**config.mk**
```make
export PLATFORM = sky130hd
export DESIGN_NAME = req_ack_responder
export DESIGN_NICKNAME = d
export VERILOG_FILES = /design/src/rtl/req_ack_responder.sv
export SDC_FILE = /design/constraint.sdc
export NUM_CORES = 1
export LEC_CHECK = 0
export CAP_MARGIN = 20
export CORE_MARGIN = 1
export CORE_UTILIZATION = 43
export DETAILED_ROUTE_END_ITERATION = 8
export GPL_TIMING_DRIVEN = 1
export PLACE_DENSITY = 0.78
export SYNTH_ARGS = -nofsm -noshare
export SYNTH_HDL_FRONTEND = slang
export SYNTH_SLANG_ARGS = --single-unit
```
**constraint.sdc**
```tcl
create_clock -name clk -period 1.2 [get_ports clk]
set_input_delay 0.18 -clock clk [delete_from_list [all_inputs] [get_ports clk]]
set_output_delay 0.18 -clock clk [all_outputs]
set_load 0.03 [all_outputs]
```
**src/rtl/req_ack_responder.sv**
```systemverilog
// req_ack_responder
//
// Answers each rising edge of req with one single-cycle ack after a
// programmable delay. One single-cycle done follows 1 or 2 cycles after
// that ack. Rising edges that arrive while a transaction is running are
// counted and served in arrival order. If the count is already full, the
// edge is dropped and overflow pulses for one cycle.
//
// Parameters:
//   DLY_W    - width of cfg_ack_dly (ack delay 0..2^DLY_W-1 cycles)
//   MAX_PEND - maximum number of queued request edges
// Ports:
//   clk          - clock, all logic on posedge
//   rst          - asynchronous active-high reset
//   req          - request level; only rising edges matter
//   cfg_ack_dly  - ack delay D, latched when a transaction starts
//   cfg_done_dly - 0: done 1 cycle after ack, 1: done 2 cycles after ack
//   ack          - single-cycle acknowledge pulse
//   done         - single-cycle completion pulse
//   busy         - a transaction is in flight
//   pend_cnt     - queued requests that have not started yet
//   overflow     - single-cycle pulse when a request edge was dropped
module req_ack_responder #(
  parameter  int DLY_W    = 3,
  parameter  int MAX_PEND = 3,
  localparam int PEND_W   = $clog2(MAX_PEND + 1)
) (
  input  logic              clk,
  input  logic              rst,
  input  logic              req,
  input  logic [DLY_W-1:0]  cfg_ack_dly,
  input  logic              cfg_done_dly,
  output logic              ack,
  output logic              done,
  output logic              busy,
  output logic [PEND_W-1:0] pend_cnt,
  output logic              overflow
);

  typedef enum logic [2:0] {IDLE, DLY, ACK, GAP, DONE} state_t;

  state_t             state_reg, state_next;
  logic [DLY_W-1:0]   cnt_reg, cnt_next;
  logic               dd_reg, dd_next;
  logic [PEND_W-1:0]  pend_reg, pend_next;
  logic               ovf_reg, ovf_next;
  logic               req_q;
  logic               rose;
  logic               start;

  // req_q resets to 0, so a req already high at reset release is a rise.
  assign rose = req & ~req_q;

  always_ff @(posedge clk or posedge rst) begin
    if (rst) begin
      state_reg <= IDLE;
      cnt_reg   <= '0;
      dd_reg    <= 1'b0;
      pend_reg  <= '0;
      ovf_reg   <= 1'b0;
      req_q     <= 1'b0;
    end else begin
      state_reg <= state_next;
      cnt_reg   <= cnt_next;
      dd_reg    <= dd_next;
      pend_reg  <= pend_next;
      ovf_reg   <= ovf_next;
      req_q     <= req;
    end
  end

  always_comb begin
    state_next = state_reg;
    cnt_next   = cnt_reg;
    dd_next    = dd_reg;
    pend_next  = pend_reg;
    ovf_next   = 1'b0;
    start      = 1'b0;

    case (state_reg)
      IDLE: begin
        if (rose) start = 1'b1;
      end
      DLY: begin
        if (cnt_reg == '0) state_next = ACK;
        else               cnt_next   = cnt_reg - 1'b1;
      end
      ACK: begin
        state_next = dd_reg ? GAP : DONE;
      end
      GAP: begin
        state_next = DONE;
      end
      DONE: begin
        // A queued request is served before a simultaneous new edge. The new
        // edge takes the freed slot, so the count stays the same. That also
        // holds when the queue is full, so no edge is dropped here.
        if (pend_reg != '0) begin
          start = 1'b1;
          if (!rose) pend_next = pend_reg - 1'b1;
        end else if (rose) begin
          start = 1'b1;
        end else begin
          state_next = IDLE;
        end
      end
      default: state_next = IDLE;
    endcase

    // Edges seen mid-transaction are queued, or dropped when the queue is full.
    if (rose && (state_reg == DLY || state_reg == ACK || state_reg == GAP)) begin
      if (pend_reg == PEND_W'(MAX_PEND)) ovf_next  = 1'b1;
      else                               pend_next = pend_reg + 1'b1;
    end

    // Config is captured only here, so later changes to it cannot disturb
    // the transaction that is already running.
    if (start) begin
      state_next = DLY;
      cnt_next   = cfg_ack_dly;
      dd_next    = cfg_done_dly;
    end
  end

  assign ack      = (state_reg == ACK);
  assign done     = (state_reg == DONE);
  assign busy     = (state_reg != IDLE);
  assign pend_cnt = pend_reg;
  assign overflow = ovf_reg;

endmodule

```
Yosys cells after proc, flatten, opt, wreduce, memory -nomap -nowiden
Index checks and enable logic that the tools add are counted.
Operators by class
  eq/ne operators: 10
  add/subtract/negate cells: 3
  reductions and logical operators: 10
  muxes and demuxes: 19
  bitwise gates (word level): 2
Operator list (count)
  two-way mux 3 bit: 8
  case mux 3 bit (5 select lines): 1
  two-way mux 2 bit: 5
  equality test 3 x 2 -> 1 bit (second input constant): 2
  logical NOT 3 bit: 2
  != test 3 bit (second input constant): 2
  two-way mux 1 bit: 4
  != test 2 bit (second input constant): 2
  AND reduction 4 bit: 1
  nonzero test 2 bit: 2
  equality test 3 x 1 -> 1 bit (second input constant): 1
  equality test 3 bit (second input constant): 1
  != test 3 x 2 -> 1 bit (second input constant): 1
  nonzero test 3 bit: 1
  subtractor 3 x 1 -> 3 bit (second input constant): 1
  adder 2 x 1 -> 2 bit (second input constant): 1
  equality test 2 bit (second input constant): 1
  logical OR 1 bit: 2
  case mux 1 bit (2 select lines): 1
  AND reduction 2 bit: 1
  subtractor 2 x 1 -> 2 bit (second input constant): 1
  bitwise AND 1 bit: 1
  logical AND 1 bit: 1
  inverter 1 bit: 1
Storage, ports and cells
  register bits: 11
  bits of input ports: 7
  output and inout port bits: 6
  logic and storage cells: 50

Depth between registers and ports, before layout
  depth in word-level cells: 7
  mapped depth: 6
  mapped depth without buffers: 6

Worst setup path before layout
OpenSTA, ideal clock, no wires.
  kind: flip-flop to flip-flop
  from: reg pend_reg[0] (netlist: pend_cnt[0])
  to: reg (tool-made name)
  path slack: -0.364 ns
  required time: 1.082 ns
  buffers on the path: 0
  data arrival time: 1.446 ns
  cell stages (with the launch flop): 7
  setup time: 0.118 ns
  period minus slack after synthesis: 1.564 ns
  path through: dfrtp_1 > inv_1 > ha_1 > nor2b_1 > nand3_1 > mux2i_1 > a21o_1
RTL lines
  start, declared: RTL line 45  | logic [PEND_W-1:0] pend_reg, pend_next;
  start signal, assigned: RTL line 66  | pend_reg <= pend_next;

Worst setup path after layout
  from: reg state_reg[2]
  to: out ack
On the way
  longest elaborated chain between the ends: 1
RTL lines
  start, declared: RTL line 42  | state_t state_reg, state_next;
  start signal, assigned: RTL line 63  | state_reg <= state_next;
  equality test 3 x 2 -> 1 bit: RTL line 125  | assign ack = (state_reg == ACK);
  end, declared: RTL line 33  | output logic ack,
Every way passes these cells.

==> flow_metrics.tcl <==
set metrics [dict create \
    outcome "finished, violations left" \
    violations "setup timing" \
    cts.htree.levels 1 \
    syn_area_per_cell_um2 10.2 \
    fmax_mhz 682 \
    yosysMostFrequentCell "dfrtp_1" \
    grt_max_degree 12 \
    p_leak_nw 0.504 \
    end_kind "output pin" \
    fin_ws_ps -266 \
    ir_drop_uv 1450 \
    synth_seq_cells 11 \
    path_class "reg -> out" \
    holdWs_ps 223 \
    cts_tree "yes" \
    core-area_mm2 0.00132 \
    syn_area_um2 612 \
    synth_top_cell_by_area "dfrtp_1" \
    rsz0062_at_grt "yes" \
    critical_path.slowest_cell "dfrtp_1" \
    viasPerCell 4.84 \
    clk_latency_ps 270 \
    critical_path_arrival_ps 1290 \
    wl_um 1320 \
    fin_crit_sh_pct 122 \
    grt.total_usage_pct 20.4 \
    r2r_slack_ps -220 \
    synth_cell_types 25 \
    maxCapViolations 0 \
    grt_pass1_wl_um 2130 \
    worstMarginPinSlew_ps 435 \
    ys_top_cells_by_area "dfrtp_1 45%, ha_1 10%, inv_1 4.3%, nor2_1 4.3%, mux2i_1 3.3%" \
    worstPathRequired_ps 1020 \
    synth_commonest_cells "11 x dfrtp_1, 7 x inv_1, 7 x nor2_1" \
    clk_pin_slew_ps 80 \
    synth_warnings 0 \
    syn_nets 72 \
    grt_pass1_vias 523 \
    nNetsFinal 108 \
    dp_hpwl_um 982 \
    vias 532 \
    drtIter0Drc 3 \
    yosys.area.top_type_share_pct 45.0 \
    start_util_pct 46.4 \
    synthCells 60 \
    nFillCells 89 \
    async_flop_share_pct 100 \
    timing.final.crit_period_ps 1470 \
    die_area_mm2 0.00158 \
    ioPinCount 13 \
    synth_flop_cell "dfrtp_1" \
    powerDensity_mw_per_mm2 2670 \
    pre_cts_ws_ps -297 \
    wl_per_cell_um 12.0 \
    die_w_um 39.7 \
    setup_viol 10 \
    ys_seq_area_share_pct 45.0 \
    numClockSinks 11 \
    slew_viol_final 0 \
    hold_class "in -> async" \
    cp-start-kind "register" \
    r2r_cells 5 \
    cp_max_fo 4 \
    cts_buffer_depth 2 \
    synth-edff-count 0 \
    port_buffers 12 \
    crit_chain "buf_6 > or2b_1 > nor2_2 > buf_6" \
    final_hold_viol_count 0 \
    ant_nets 0 \
    dr.pass1.iters 2 \
    final.setup_skew_ps 4.50 \
    clock-root-buffer "clkbuf_4" \
    synthToLayoutAreaGrowth_pct 65.6 \
    cpPeakStageDelay_ps 400 \
    crit_top_cell "buf_6" \
    row_count 13 \
    antennaDiodeCount 0 \
    drive_gt1_share_pct 48.4 \
    die_h_um 39.7 \
    drc 0 \
    gp_congestion 0.690 \
    slew-limit-headroom_pct 71.0 \
    antenna_found_initial 0 \
    cts_made_buffers 3 \
    grt_overflow 0 \
]
-- per-stage QoR --
stage / area, um^2 / utilization (%) / instances / TNS (ps) / total power, mW
floorplan: 656 / - / 60 / -668 / 1.58
global placement: 882 / 67.0 / 100 / -1720 / 2.14
detailed placement: 882 / 67.0 / 100 / -1940 / 2.20
CTS: 988 / 75.0 / 109 / -1830 / 2.64
global route: 1010 / 76.9 / 110 / -2560 / 2.92
finish: 1010 / 76.9 / 110 / -1820 / 2.71
-- logic make-up after synthesis --
kind of cell	share of synthesized area [%]
adder cells (fa/ha/maj)	10.2
buffers and inverters	4.30
XOR/XNOR	2.86
AO/OA/AOI/OAI	7.57
AND/OR/NAND/NOR	23.1
multiplexers	6.95
flip-flops	45.0
-- worst max-delay path: cells and delay by family (launching register included) --
kind | cells | cell delay, ps
simple gates | 2 | 340
buf+inv | 2 | 280
flops | 1 | 400
-- power by group --
group	leakage (nW)	switching (mW)	total, mW	internal [mW]
Sequential	0.133	0.0902	0.624	0.534
Clock	0.0177	0.134	0.258	0.123
Combinational	0.353	0.840	1.82	0.985
Total	0.504	1.06	2.71	1.64
-- worst paths after layout --
| kind | startpoint | end |
|---|---|---|
| max reg2reg | state_reg[2]$_DFFE_PP0P_ | cnt_reg[1]$_DFFE_PP0P_ |
| max in group asynchronous | rst | pend_cnt[0]$_DFF_PP0_ |
| max | state_reg[2]$_DFFE_PP0P_ | ack |
| min | rst | state_reg[0]$_DFFE_PP0P_ |
| min reg2reg | dd_reg$_DFFE_PP0P_ | dd_reg$_DFFE_PP0P_ |
| min in group clk | req | req_q$_DFF_PP0_ |
-- final cells by class --
| class | instances | area, um^2 | share of cell area (%) |
|---|---|---|---|
| multi-input combinational | 42 | 377 | 37.2 |
| timing repair buffer | 31 | 287 | 28.3 |
| sequential | 11 | 278 | 27.4 |
| inverter | 7 | 26.3 | 2.59 |
| clock buffer | 3 | 22.5 | 2.22 |
| tap | 15 | 18.8 | 1.85 |
| clock inverter | 1 | 5.00 | 0.494 |
-- metal layers --
layer | track usage (%) | wire [um]
met5 | 0 | 0
met1 | 25.4 | 583
met3 | 3.41 | 30
met2 | 34.4 | 689
met4 | 7.76 | 20
-- placed cells by master (no fill, tap or decap), types with 2 or more instances in the layout --
master / synthesis / routed
xnor2_1: 2 / 2
dfrtp_1: 11 / 9
o21ai_2: 2 / 2
buf_6: 0 / 10
buf_4: 0 / 14
mux2i_1: 2 / 2
nor2b_1: 3 / 2
ha_1: 5 / 4
nand2_1: 2 / 2
dfrtp_2: 0 / 2
clkdlybuf4s50_1: 0 / 6
inv_2: 0 / 2
clkbuf_4: 0 / 3
mux2_4: 0 / 2
a21oi_1: 2 / 2
or3_1: 2 / 2
nor2_1: 7 / 6
inv_1: 7 / 5
-- repair_timing --
action                     4_1_cts  5_1_grt
hold endpoints to repair         0        0
setup endpoints to repair       11       12
setup buffers                    5        1
pin swaps                        6        3
gates resized for setup         18        4
hold buffers                     0        0
cloned                           0        0
No activity file was read; power rests on OpenSTA's default activity.
==> patch, RTL diff (same flow settings) <==
Make the reset (`rst`) synchronous in one clocked block. Comments in the files are not updated.
--- a/src/rtl/req_ack_responder.sv
+++ b/src/rtl/req_ack_responder.sv
@@ -53,3 +53,3 @@
 
-  always_ff @(posedge clk or posedge rst) begin
+  always_ff @(posedge clk) begin
     if (rst) begin
Behaviour: differs if rst is asserted again (counterexample within 4 cycles, from zero or initial values and one cycle with rst high); with rst held inactive, the same outputs for 10 cycles.
==> patch against the unedited design <==
- the flow still finishes with violations (setup timing)
- design area is 13% higher
- final cell count grew 12%
- count of clock-buffer cells in the layout increased by 1
- setup slack better by 0.088 ns
- wire length rose by 63%
- synthesized cell count grew 18%
- highest routed layer unchanged
- area after synthesis rose by 0.82%
- critical endpoint is now pend_cnt[0]
- sequential cell count did not move
Power is left out: it rests on default switching activity, and per cell area and clock period it moved more than threefold.
==> patch: results (changes against the unedited design) <==
status: complete, but fails checks
failing checks: setup timing
worst reg2reg startpoint: state_reg[1]
first-pass GRT wire length: 3020 um (+41%)
Layout Nets: 120 (+11%)
I/O Buffers: 12 (unchanged)
commonest cells in the netlist: 11 x dfxtp_1, 6 x inv_1, 6 x nor2_1
H-tree depth: 1 (unchanged)
synth warn: 0 (unchanged)
skew final: 0.00891 ns (+0.00441 ns)
TritonRoute pass-1 iters: 4 (+2)
antenna violations before repair: 0 (unchanged)
final worst slack: -0.178 ns (+0.0882 ns)
Clock Latency Late Sink: 0.29 ns (+0.02 ns)
largest net degree at the start of global routing: 7 (-5)
ranking of synthesized cells by area: dfxtp_1 36%, ha_1 8.1%, nand2b_1 5.1%
ant diodes: 0 (unchanged)
Placed Area: 882 um2 (unchanged)
CTS Buffer Depth: 2 (unchanged)
final setup vio count: 11 (+1)
vias in the first global route: 677 (+29%)
starting DRC count in detailed routing: 6 (+3)
Worst R2R End: pend_cnt[0]
Arr. time, crit path: 1.56 ns (+0.27 ns)
worst slew pin tran: 0.289 ns (-0.146 ns)
Hold Path Depth: 2
Max Slew Vio Count: 0 (unchanged)
Seq/Total Area, Yosys: 35.7% (-9.3 points)
vias: 692 (+30%)
CTS clock-pin slew for the worst setup and hold paths: 0.07 ns
hold_sp: req
Hold Path Class: in -> reg
CP Max Fanout: 2 (-2)
Num CTS Buffers: 3 (unchanged)
slowest stage cell, crit path: or3_4
Clock Tree Root: clkbuf_4
post-synth net total: 82 (+14%)
RePlAce Congestion: 0.773 (+12%)
R2R depth: 4 (-1)
fraction of layout cells with a size suffix above 1: 63.0% (+15 points)
Synth cell types: 30 (+20%)
HPWL Detailed: 1210 um (+23%)
delay of the slowest critical-path stage: 0.38 ns (-0.02 ns)
Detailed Route WL: 2160 um (+63%)
hold path endpoint: req_q
overall routing resource usage: 31.2% (+11 points)
post-synthesis async set-or-reset flop share: 0% (-100 points)
setup TNS: -0.938 ns (+0.879 ns)
-- patch: cell count changes after synthesis, sizes merged, moves of 2 or more --
cell	delta
nand2b	+4
dfxtp	+11
dfrtp	-11
nand3	+2
nand4	+2
or3	-2
o22a	+2
a211oi	+2
clkbuf	+2
-- patch: final cells by class --
type                            instances  area [um2]
Multi-Input combinational cell         51         512
Timing Repair Buffer                   36         328
Clock buffer                            4        26.3
Fill cell                              73         175
Sequential cell                        11         233
Tap cell                               15        18.8
Inverter                                6        25.0
-- patch: through the flow --
step                util (%)  hold WS, ns  instances  setup slack (ns)
floorplan                  -        0.308         71            -0.163
detailed placement      67.0        0.518        112            -0.533
finish                  86.7        0.358        123            -0.178
CTS                     81.5        0.299        123            -0.174
global placement        67.0        0.488        112            -0.455
global route            86.7        0.356        123            -0.217
-- patch: kinds of logic after synthesis --
family                   after synthesis  synth area share, %
AO/OA/AOI/OAI                         14                 17.0
XOR/XNOR                               1                 1.42
multiplexers                           2                 3.45
buffers and inverters                  9                 6.29
flip-flops                            11                 35.7
adder cells (fa/ha/maj)                4                 8.11
AND/OR/NAND/NOR                       30                 28.0
-- patch: critical path: cells and delay by family, from the launching register on --
family	cells	cell delay (ns)
DFF	1	0.37
and+or+nand+nor	2	0.43
AOI/OAI and AO/OA	1	0.15
muxes	1	0.32
-- patch: worst max path at each step --
stage	start	to	slack, ns	cells after the start
finish	state_reg[1]	pend_cnt[0]	-0.18	4
global route	pend_cnt[0]	register	-0.22	6
CTS	req_q	pend_cnt[0]	-0.17	4
detailed placement	req	pend_cnt[0]	-0.53	5
global placement	req	pend_cnt[0]	-0.46	5
floorplan	state_reg[2]	pend_cnt[0]	-0.16	4
-- patch: what timing repair did --
action	in CTS	in global routing
pin swaps	13	8
endpoints found under the setup margin	14	14
endpoints found under the hold margin	0	0
resized for setup	31	16
buffers inserted	7	1
-- patch: layer usage --
metal | track usage (%) | vias to the layer above | routed length (um)
met2 | 56.9 | 24 | 1170
li1 | - | 324 | -
met3 | 10.2 | 11 | 123
met5 | 0 | - | 0
met1 | 28.8 | 333 | 787
met4 | 19.8 | 0 | 78
